===== src/rtl/dmem_arb_pkg.sv =====
// dmem_arbiter shared types.
// States, owner encoding and latency counter width.
package dmem_arb_pkg;

  localparam int LAT_W = 3;

  typedef enum logic [1:0] {
    IDLE,
    ACCESS,
    DONE
  } arb_state_t;

  typedef enum logic {
    OWN_CORE,
    OWN_EXT
  } owner_t;

endpackage


===== src/rtl/arb_rr2.sv =====
// Two-way round-robin pick.
// The requester not granted last time wins a tie.
module arb_rr2
  import dmem_arb_pkg::*;
(
  input  logic   clk,
  input  logic   reset,
  input  logic   req0,
  input  logic   req1,
  input  logic   grant_en,
  output owner_t winner
);

  owner_t last_q;
  owner_t last_d;

  // Winner selection and last-grant update.
  always_comb begin
    winner = OWN_CORE;
    if (req0 && req1) begin
      winner = (last_q == OWN_CORE) ? OWN_EXT : OWN_CORE;
    end else if (req1) begin
      winner = OWN_EXT;
    end
    last_d = grant_en ? winner : last_q;
  end

  // Last-grant register; EXT after reset so CORE wins first tie.
  always_ff @(posedge clk) begin
    if (reset) begin
      last_q <= OWN_EXT;
    end else begin
      last_q <= last_d;
    end
  end

endmodule


===== src/rtl/dmem_arbiter.sv =====
// Data memory arbiter: core load/store vs external requester.
// Fixed-latency access sequencing with payload latched at grant.
module dmem_arbiter
  import dmem_arb_pkg::*;
#(
  parameter int ADDR_W  = 32,
  parameter int DATA_W  = 32,
  parameter int MEM_LAT = 2
) (
  input  logic              clk,
  input  logic              reset,
  input  logic              core_req,
  input  logic              core_we,
  input  logic [3:0]        core_mask,
  input  logic [ADDR_W-1:0] core_addr,
  input  logic [DATA_W-1:0] core_wdata,
  output logic [DATA_W-1:0] core_rdata,
  output logic              core_done,
  output logic              core_stall,
  input  logic              ext_req,
  input  logic              ext_we,
  input  logic [3:0]        ext_mask,
  input  logic [ADDR_W-1:0] ext_addr,
  input  logic [DATA_W-1:0] ext_wdata,
  output logic              ext_gnt,
  output logic [DATA_W-1:0] ext_rdata,
  output logic              ext_done,
  output logic              mem_en,
  output logic              mem_we,
  output logic [3:0]        mem_mask,
  output logic [ADDR_W-1:0] mem_addr,
  output logic [DATA_W-1:0] mem_wdata,
  input  logic [DATA_W-1:0] mem_rdata
);

  arb_state_t        state_q, state_d;
  owner_t            owner_q, owner_d;
  logic [LAT_W-1:0]  lat_q, lat_d;
  logic              we_q, we_d;
  logic [3:0]        mask_q, mask_d;
  logic [ADDR_W-1:0] addr_q, addr_d;
  logic [DATA_W-1:0] wdata_q, wdata_d;
  logic [DATA_W-1:0] crd_q, crd_d;
  logic [DATA_W-1:0] erd_q, erd_d;

  logic   in_access;
  logic   in_done;
  logic   arb_req0;
  logic   arb_req1;
  logic   grant;
  owner_t winner;

  assign in_access = (state_q == ACCESS);
  assign in_done   = (state_q == DONE);

  // The completing owner is masked so it is never re-granted from DONE.
  assign arb_req0 = core_req & ~(in_done & (owner_q == OWN_CORE));
  assign arb_req1 = ext_req & ~(in_done & (owner_q == OWN_EXT));
  assign grant    = ~in_access & (arb_req0 | arb_req1);

  arb_rr2 u_rr (
    .clk      (clk),
    .reset    (reset),
    .req0     (arb_req0),
    .req1     (arb_req1),
    .grant_en (grant),
    .winner   (winner)
  );

  // Next-state, payload latch and read-data capture.
  always_comb begin
    state_d = state_q;
    owner_d = owner_q;
    lat_d   = lat_q;
    we_d    = we_q;
    mask_d  = mask_q;
    addr_d  = addr_q;
    wdata_d = wdata_q;
    crd_d   = crd_q;
    erd_d   = erd_q;
    unique case (state_q)
      IDLE, DONE: begin
        if (grant) begin
          state_d = ACCESS;
          owner_d = winner;
          lat_d   = LAT_W'(MEM_LAT - 1);
          if (winner == OWN_EXT) begin
            we_d    = ext_we;
            mask_d  = ext_mask;
            addr_d  = ext_addr;
            wdata_d = ext_wdata;
          end else begin
            we_d    = core_we;
            mask_d  = core_mask;
            addr_d  = core_addr;
            wdata_d = core_wdata;
          end
        end else begin
          state_d = IDLE;
        end
      end
      ACCESS: begin
        if (lat_q == '0) begin
          state_d = DONE;
          if (owner_q == OWN_EXT) begin
            erd_d = mem_rdata;
          end else begin
            crd_d = mem_rdata;
          end
        end else begin
          lat_d = lat_q - 1'b1;
        end
      end
      default: state_d = IDLE;
    endcase
  end

  // State and data registers.
  always_ff @(posedge clk) begin
    if (reset) begin
      state_q <= IDLE;
      owner_q <= OWN_CORE;
      lat_q   <= '0;
      we_q    <= 1'b0;
      mask_q  <= '0;
      addr_q  <= '0;
      wdata_q <= '0;
      crd_q   <= '0;
      erd_q   <= '0;
    end else begin
      state_q <= state_d;
      owner_q <= owner_d;
      lat_q   <= lat_d;
      we_q    <= we_d;
      mask_q  <= mask_d;
      addr_q  <= addr_d;
      wdata_q <= wdata_d;
      crd_q   <= crd_d;
      erd_q   <= erd_d;
    end
  end

  assign mem_en     = in_access;
  assign mem_we     = in_access & we_q;
  assign mem_mask   = in_access ? mask_q : '0;
  assign mem_addr   = in_access ? addr_q : '0;
  assign mem_wdata  = in_access ? wdata_q : '0;
  assign core_done  = in_done & (owner_q == OWN_CORE);
  assign ext_done   = in_done & (owner_q == OWN_EXT);
  assign ext_gnt    = in_access & (owner_q == OWN_EXT);
  assign core_stall = core_req & ~core_done;
  assign core_rdata = crd_q;
  assign ext_rdata  = erd_q;

endmodule


===== config.mk =====
export PLATFORM = sky130hd
export DESIGN_NAME = dmem_arbiter
export DESIGN_NICKNAME = d
export VERILOG_FILES = /design/src/rtl/dmem_arb_pkg.sv /design/src/rtl/arb_rr2.sv /design/src/rtl/dmem_arbiter.sv
export SDC_FILE = /design/constraint.sdc
export NUM_CORES = 1
export LEC_CHECK = 0
export CAP_MARGIN = 20
export CORE_UTILIZATION = 46
export CTS_CLUSTER_DIAMETER = 150
export DETAILED_ROUTE_END_ITERATION = 8
export PLACE_DENSITY = 0.87
export SLEW_MARGIN = 20
export SYNTH_ARGS = -nofsm -noshare
export SYNTH_HDL_FRONTEND = slang
export SYNTH_HIERARCHICAL = 1
export SYNTH_SLANG_ARGS = --single-unit
export TNS_END_PERCENT = 10

===== constraint.sdc =====
create_clock -name clk -period 3.5 [get_ports clk]
set_clock_uncertainty 0.1 [all_clocks]
set_input_delay 0.7 -clock clk [delete_from_list [all_inputs] [get_ports clk]]
set_output_delay 0.7 -clock clk [all_outputs]
set_load 0.02 [all_outputs]

==> results.json, run 1 <==
{
  "status": "complete, no violations",
  "vias": 6628,
  "end_kind": "primary output",
  "clkSinkCount": 140,
  "clock_latency_ns": 0.41,
  "holdCritPathClass": "register to register",
  "antenna_found_initial": 0,
  "critPathMaxFanout": 57,
  "grt_usage_pct": 26.87,
  "period_needed_ns": 3.107,
  "path_clk_slew_ns": 0.06,
  "synth_area_leaders": "dfxtp_1 40%, a211oi_2 12%, mux2_2 11%, a211oi_1 7.4%, nand2_1 6.9%",
  "firstDrtPassIters": 4,
  "drc": 0,
  "max_freq_ghz": 0.3218,
  "ys_seq_area_share_pct": 39.80,
  "area_delta_synth_final_pct": 52.33,
  "drive_gt1_share_pct": 17.94,
  "drtIter0Drc": 402,
  "core-area_um2": 14750,
  "viasPerCell": 5.260,
  "synth_nets": 973,
  "fp.dieW_um": 125.7,
  "ys_types": 34,
  "wl_per_cell_um": 17.05,
  "portBuffers": 311,
  "finalSetupViolCount": 0,
  "rsz0062_at_grt": "false",
  "n_antenna_cell": 0,
  "cp-start-kind": "register",
  "vdd_drop_max_uv": 373.3,
  "critPathRequiredTime_ns": 2.70,
  "grt_pass1_wl_mm": 33.56,
  "synthCells": 797,
  "cts_tree": "done",
  "fp.dieH_um": 125.7,
  "final-hold-violation-count": 0,
  "boundaryPins": 312,
  "place.gp.congestion": 0.8511,
  "hold_ws_ns": 0.3530,
  "cts_setup_buffers": 0,
  "slew_violations": 0,
  "synth_top_cell_by_area": "dfxtp_1",
  "synth_top_area_share_pct": 39.80,
  "critPathKind": "register to primary output",
  "cp_cell_sequence": "nand2b_2, buf_12, nor2_1, clkdlybuf4s50_1",
  "cp_slowest_cell": "clkdlybuf4s50_1",
  "syn-cell-area_um2": 7042,
  "relSlewSlack_pct": 52.99,
  "max_stage_delay_ns": 0.65,
  "rows": 44,
  "setup_tns_ns": 0,
  "grt_max_degree": 77,
  "syn_area_per_cell_um2": 8.835,
  "cts_resized": 0,
  "drt_wl_total_mm": 21.49,
  "grt_remaining_overflow": 0,
  "ant_nets": 0,
  "arrival_ns": 2.31,
  "design_area_um2": 10730,
  "die_area_um2": 15810,
  "cap_viol_max_count": 0,
  "cts_root_buf": "clkbuf_16",
  "total_leakage_power_nw": 3.745,
  "htree_levels": 4,
  "nets": 1239,
  "synth-seq-cells": 140,
  "place_area_um2": 10160,
  "fin_crit_sh_pct": 88.78,
  "dp_hpwl_mm": 14.69,
  "cts.path.max_buffers": 2,
  "hold_buffers": 0,
  "cts_buffers": 17,
  "powerDensity_nw_per_um2": 450.1,
  "grt_pass1_vias": 6561,
  "max_slew.worst_pin.slew_ns": 0.7051,
  "ys_warn_count": 6,
  "initial_core_util_pct": 47.73
}
[through the flow]
stage	power [mW]	setup WS (ns)	utilization, %	cells
2_1_floorplan	2.639	0.9256	-	797
3_3_place_gp	3.110	0.4391	68.89	1228
3_5_place_dp	3.139	0.2943	68.89	1228
4_1_cts	4.856	0.3671	72.70	1260
5_1_grt	5.033	0.2774	72.70	1260
6_report	4.828	0.3926	72.70	1260
[cell type report]
cell class	count	area, um^2
flip-flops and latches	140	2804
clock buffers	18	429.2
clock inverters	14	133.9
inverters	74	277.8
repair buffers	327	3322
multi-input cells	503	3530
fillers	1095	4028
well taps	184	230.2
[placed cells by master, fill, tap and decap left out, drive strengths merged]
| master | instances |
|---|---|
| nand3b | 2 |
| o32ai | 2 |
| inv | 79 |
| nor2 | 69 |
| a211oi | 138 |
| nor3 | 1 |
| buf | 17 |
| nand2b | 3 |
| a21oi | 67 |
| nor2b | 4 |
| ha | 2 |
| and4bb | 1 |
| and4b | 1 |
| a21boi | 1 |
| o21a | 1 |
| mux2i | 2 |
| clkdlybuf4s50 | 310 |
| nand4b | 1 |
| clkinv | 6 |
| bufinv | 1 |
| a211o | 1 |
| clkinvlp | 2 |
| clkbuf | 18 |
| or3b | 1 |
| and2b | 1 |
| dfxtp | 140 |
| and2 | 2 |
| a31oi | 1 |
| nand2 | 129 |
| mux2 | 69 |
| nand4bb | 1 |
| o21bai | 1 |
| o21ai | 1 |
| a21o | 1 |
[where the power goes]
| part | total, mW | internal, mW | switching (mW) |
|---|---|---|---|
| Clock | 1.72 | 0.989 | 0.734 |
| Sequential | 1.79 | 1.74 | 0.0510 |
| Combinational | 1.31 | 0.631 | 0.684 |
[sequential cells by signal (all words and copies together) (netlist names)]
register,flops
owner_q,1
ext_rdata,32
u_rr/last_q,1
addr_q,32
mask_q,4
wdata_q,32
we_q,1
lat_q,3
state_q,2
core_rdata,32
[synth_stat cells]
library cell  instances
buf_12                7
o21ai_0               1
mux2_2               69
and2_1                2
a211o_1               1
inv_1                74
ha_1                  2
a21o_1                1
and4b_1               1
mux2i_1               1
nand2b_1              3
dfxtp_1             140
clkbuf_1             43
nor2b_1               4
a211oi_1             69
a211oi_2             69
nor2_1               69
mux2i_4               1
nand3b_1              2
buf_6                 2
a31oi_1               1
nand2_1             129
o32ai_1               2
nand4bb_1             1
or3b_1                1
o21bai_1              1
and2b_1               1
nand4b_1              1
and4bb_2              1
buf_2                28
a21oi_1              67
o21a_1                1
a21boi_1              1
nor3_1                1
[cell families (layout without fill, tap and decap cells)]
kind of cell / after synthesis / in the layout / synth area share (%)
AND/OR/NAND/NOR: 216 / 216 / 12.47
AO/OA/AOI/OAI: 214 / 214 / 25.34
adder cells (fa/ha/maj): 2 / 2 / 0.3553
flip-flops: 140 / 140 / 39.80
buffers and inverters: 154 / 433 / 10.54
multiplexers: 71 / 71 / 11.50
[layer usage]
metal,share of wire (%),wire length (um),track usage (%)
met5,0,0,0
met4,3.8,826,13.56
met3,7.9,1706,8.539
met2,49,10430,46.21
met1,40,8519,29.85
[path summary, 6_finish.rpt]
check                               from                     endpoint  slack, ns  cells after the start
min          core_rdata[26]$_SDFFE_PP0P_  core_rdata[26]$_SDFFE_PP0P_       0.35                      2
max reg2reg      state_q[0]$_SDFFE_PP0P_      addr_q[21]$_SDFFE_PP0P_       0.86                      8
max              state_q[0]$_SDFFE_PP0P_                mem_wdata[21]       0.39                      4
min reg2reg  core_rdata[26]$_SDFFE_PP0P_  core_rdata[26]$_SDFFE_PP0P_       0.35                      2
[worst max-delay path, delay by kind of cell (launching register included)]
kind	cells	cell delay, ns
buffers and inverters	2	0.95
flip-flops	1	0.48
AND/OR/NAND/NOR	2	0.44
No activity file was read; power rests on OpenSTA's default activity.
==> run 2: changes to the inputs <==
- GPL_TIMING_DRIVEN: not set -> 0
==> run 2 against run 1 <==
Net effect: die area is the same; combinational power grew 5%; non-clock buffer count grew 64; critical path type unchanged; design area grew 2.6%; first-iteration DRC count shrank 10%; worst hold slack is essentially flat; critical path depth grew 1; wire length grew 3.2%; largest cell class is now buffers.
==> results.json, run 2 (same netlist as run 1, synthesis figures left out) <==
{
  "status": "complete, no violations",
  "max_stage_delay_ns": 0.57,
  "critPathKind": "register to primary output",
  "comb_power_share_pct": 27.4,
  "arrival_ns": 2.52,
  "critPathRequiredTime_ns": 2.70,
  "total_leakage_power_nw": 3.894,
  "grt_usage_pct": 28.06,
  "period_needed_ns": 3.323,
  "p_seq_share_pct": 35.5,
  "grt_pass1_vias": 6842,
  "finalCoreUtilization_pct": 74.58,
  "die_area_um2": 15810,
  "cp-start-kind": "register",
  "drtIter0Drc": 362,
  "drive_gt1_share_pct": 18.09,
  "clkSinkCount": 140,
  "fill_cells": 1081,
  "critPathMaxFanout": 10,
  "grt_max_degree": 17,
  "holdCritPathClass": "register to register",
  "rsz0062_at_grt": "false",
  "path_clk_slew_ns": 0.06,
  "slew_violations": 0,
  "grt_pass1_wl_mm": 34.80,
  "hold_buffers": 0,
  "rrSetupSlack_ns": 0.41,
  "cp_slowest_cell": "clkdlybuf4s50_1",
  "wl_per_cell_um": 16.74,
  "portBuffers": 311,
  "ant_nets": 0,
  "dp_hpwl_mm": 16.58,
  "drc": 0,
  "switching_share_pct": 28.34,
  "fp.dieH_um": 125.7,
  "viasPerCell": 5.221,
  "initial_core_util_pct": 47.73,
  "finalSetupViolCount": 0,
  "cp_cell_sequence": "nand2b_1, clkbuf_1, buf_1, nor2_1, clkdlybuf4s50_1",
  "area_delta_synth_final_pct": 56.27,
  "fin_crit_sh_pct": 94.94,
  "r2r-start": "state_q[1]$_SDFFE_PP0P_",
  "clock_latency_ns": 0.41,
  "core-area_um2": 14750,
  "cap_viol_max_count": 0,
  "power.total_mw": 5.046,
  "dp.cells": 1292,
  "vias": 6913,
  "nets": 1303,
  "htree_levels": 4,
  "drt_wl_total_mm": 22.17,
  "worstHoldPathCells": 2,
  "r2r_end": "wdata_q[24]$_SDFFE_PP0P_",
  "powerDensity_nw_per_um2": 458.5,
  "grt_remaining_overflow": 0,
  "end_kind": "primary output",
  "firstDrtPassIters": 5,
  "fp.dieW_um": 125.7,
  "p_clk_share_pct": 37.1,
  "final_common_cell": "clkdlybuf4s50_1",
  "cts_root_buf": "clkbuf_16",
  "antenna_found_initial": 1,
  "max_slew.worst_pin.slew_ns": 0.7648,
  "p_int_mw": 3.616,
  "power_switching_mw": 1.430,
  "setup_tns_ns": 0,
  "final_cell_mix": "311 x clkdlybuf4s50_1, 140 x dfxtp_1, 129 x nand2_1",
  "cts.path.max_buffers": 2,
  "place.gp.congestion": 0.8351,
  "cts_tree": "done",
  "worstHoldStart": "core_rdata[17]$_SDFFE_PP0P_",
  "boundaryPins": 312,
  "relSlewSlack_pct": 49.01,
  "rows": 44,
  "final-hold-violation-count": 0,
  "reg2regPathDepth": 10,
  "instances_no_fill": 1324,
  "max_freq_ghz": 0.3009,
  "min_to": "core_rdata[17]$_SDFFE_PP0P_",
  "cts_buffers": 17,
  "vdd_drop_max_uv": 394.3
}
## run 2: worst max-delay path: cells and delay by family, from the launching register on
| family | cells | cell delay (ns) |
|---|---|---|
| buf+inv | 3 | 1.47 |
| simple gates | 2 | 0.26 |
| flops | 1 | 0.38 |
## run 2: power by group through the flow
stage,combinational (mW),clock (mW),sequential [mW]
floorplan,0.785,0,1.85
global placement,1.35,0,1.82
detailed placement,1.37,0,1.82
CTS,1.39,1.90,1.79
global route,1.49,1.96,1.80
finish,1.38,1.87,1.79
## run 2: area by class of cell
| cell class | count | area, um^2 | share of cell area, % |
|---|---|---|---|
| diodes | 1 | 2.502 | 0.02274 |
| clock buffers | 21 | 450.4 | 4.093 |
| repair buffers | 311 | 3113 | 28.29 |
| clock inverters | 10 | 165.2 | 1.501 |
| flip-flops and latches | 140 | 2803 | 25.47 |
| inverters | 74 | 277.8 | 2.524 |
| plain buffers | 80 | 465.4 | 4.230 |
| multi-input cells | 503 | 3497 | 31.78 |
| well taps | 184 | 230.2 | 2.092 |
## run 2: metrics by stage
stage	setup slack, ns	hold WS, ns	cell area, um^2
6_report	0.1772	0.3529	11000
5_1_grt	0.008554	0.3695	11000
2_1_floorplan	0.9256	0.3520	7042
3_3_place_gp	0.1680	0.3402	10390
4_1_cts	0.1304	0.3549	11000
3_5_place_dp	0.09622	0.3454	10390
## run 2: repair_timing
item | in CTS | in global routing
endpoints found under the setup margin | 0 | 8
gates resized for setup | 0 | 3
buffers inserted | 0 | 0
## run 2: per-layer routing
| metal | wire length, um | track usage (%) |
|---|---|---|
| met5 | 0 | 0 |
| met4 | 769 | 12.91 |
| met3 | 1675 | 7.774 |
| met2 | 11040 | 50.52 |
| met1 | 8684 | 30.51 |
## run 2: how the worst max path moves through the flow
stage / cells past startpoint / slack, ns / end / from
2_1_floorplan: 10 / 0.93 / addr_q[14]$_SDFFE_PP0P_ / state_q[1]$_SDFFE_PP0P_
3_3_place_gp: 8 / 0.17 / wdata_q[24]$_SDFFE_PP0P_ / ext_req
3_5_place_dp: 8 / 0.1 / wdata_q[24]$_SDFFE_PP0P_ / ext_req
4_1_cts: 5 / 0.13 / mem_mask[1] / state_q[1]$_SDFFE_PP0P_
5_1_grt: 5 / 0.009 / mem_mask[1] / state_q[1]$_SDFFE_PP0P_
6_report: 5 / 0.18 / mem_mask[1] / state_q[1]$_SDFFE_PP0P_
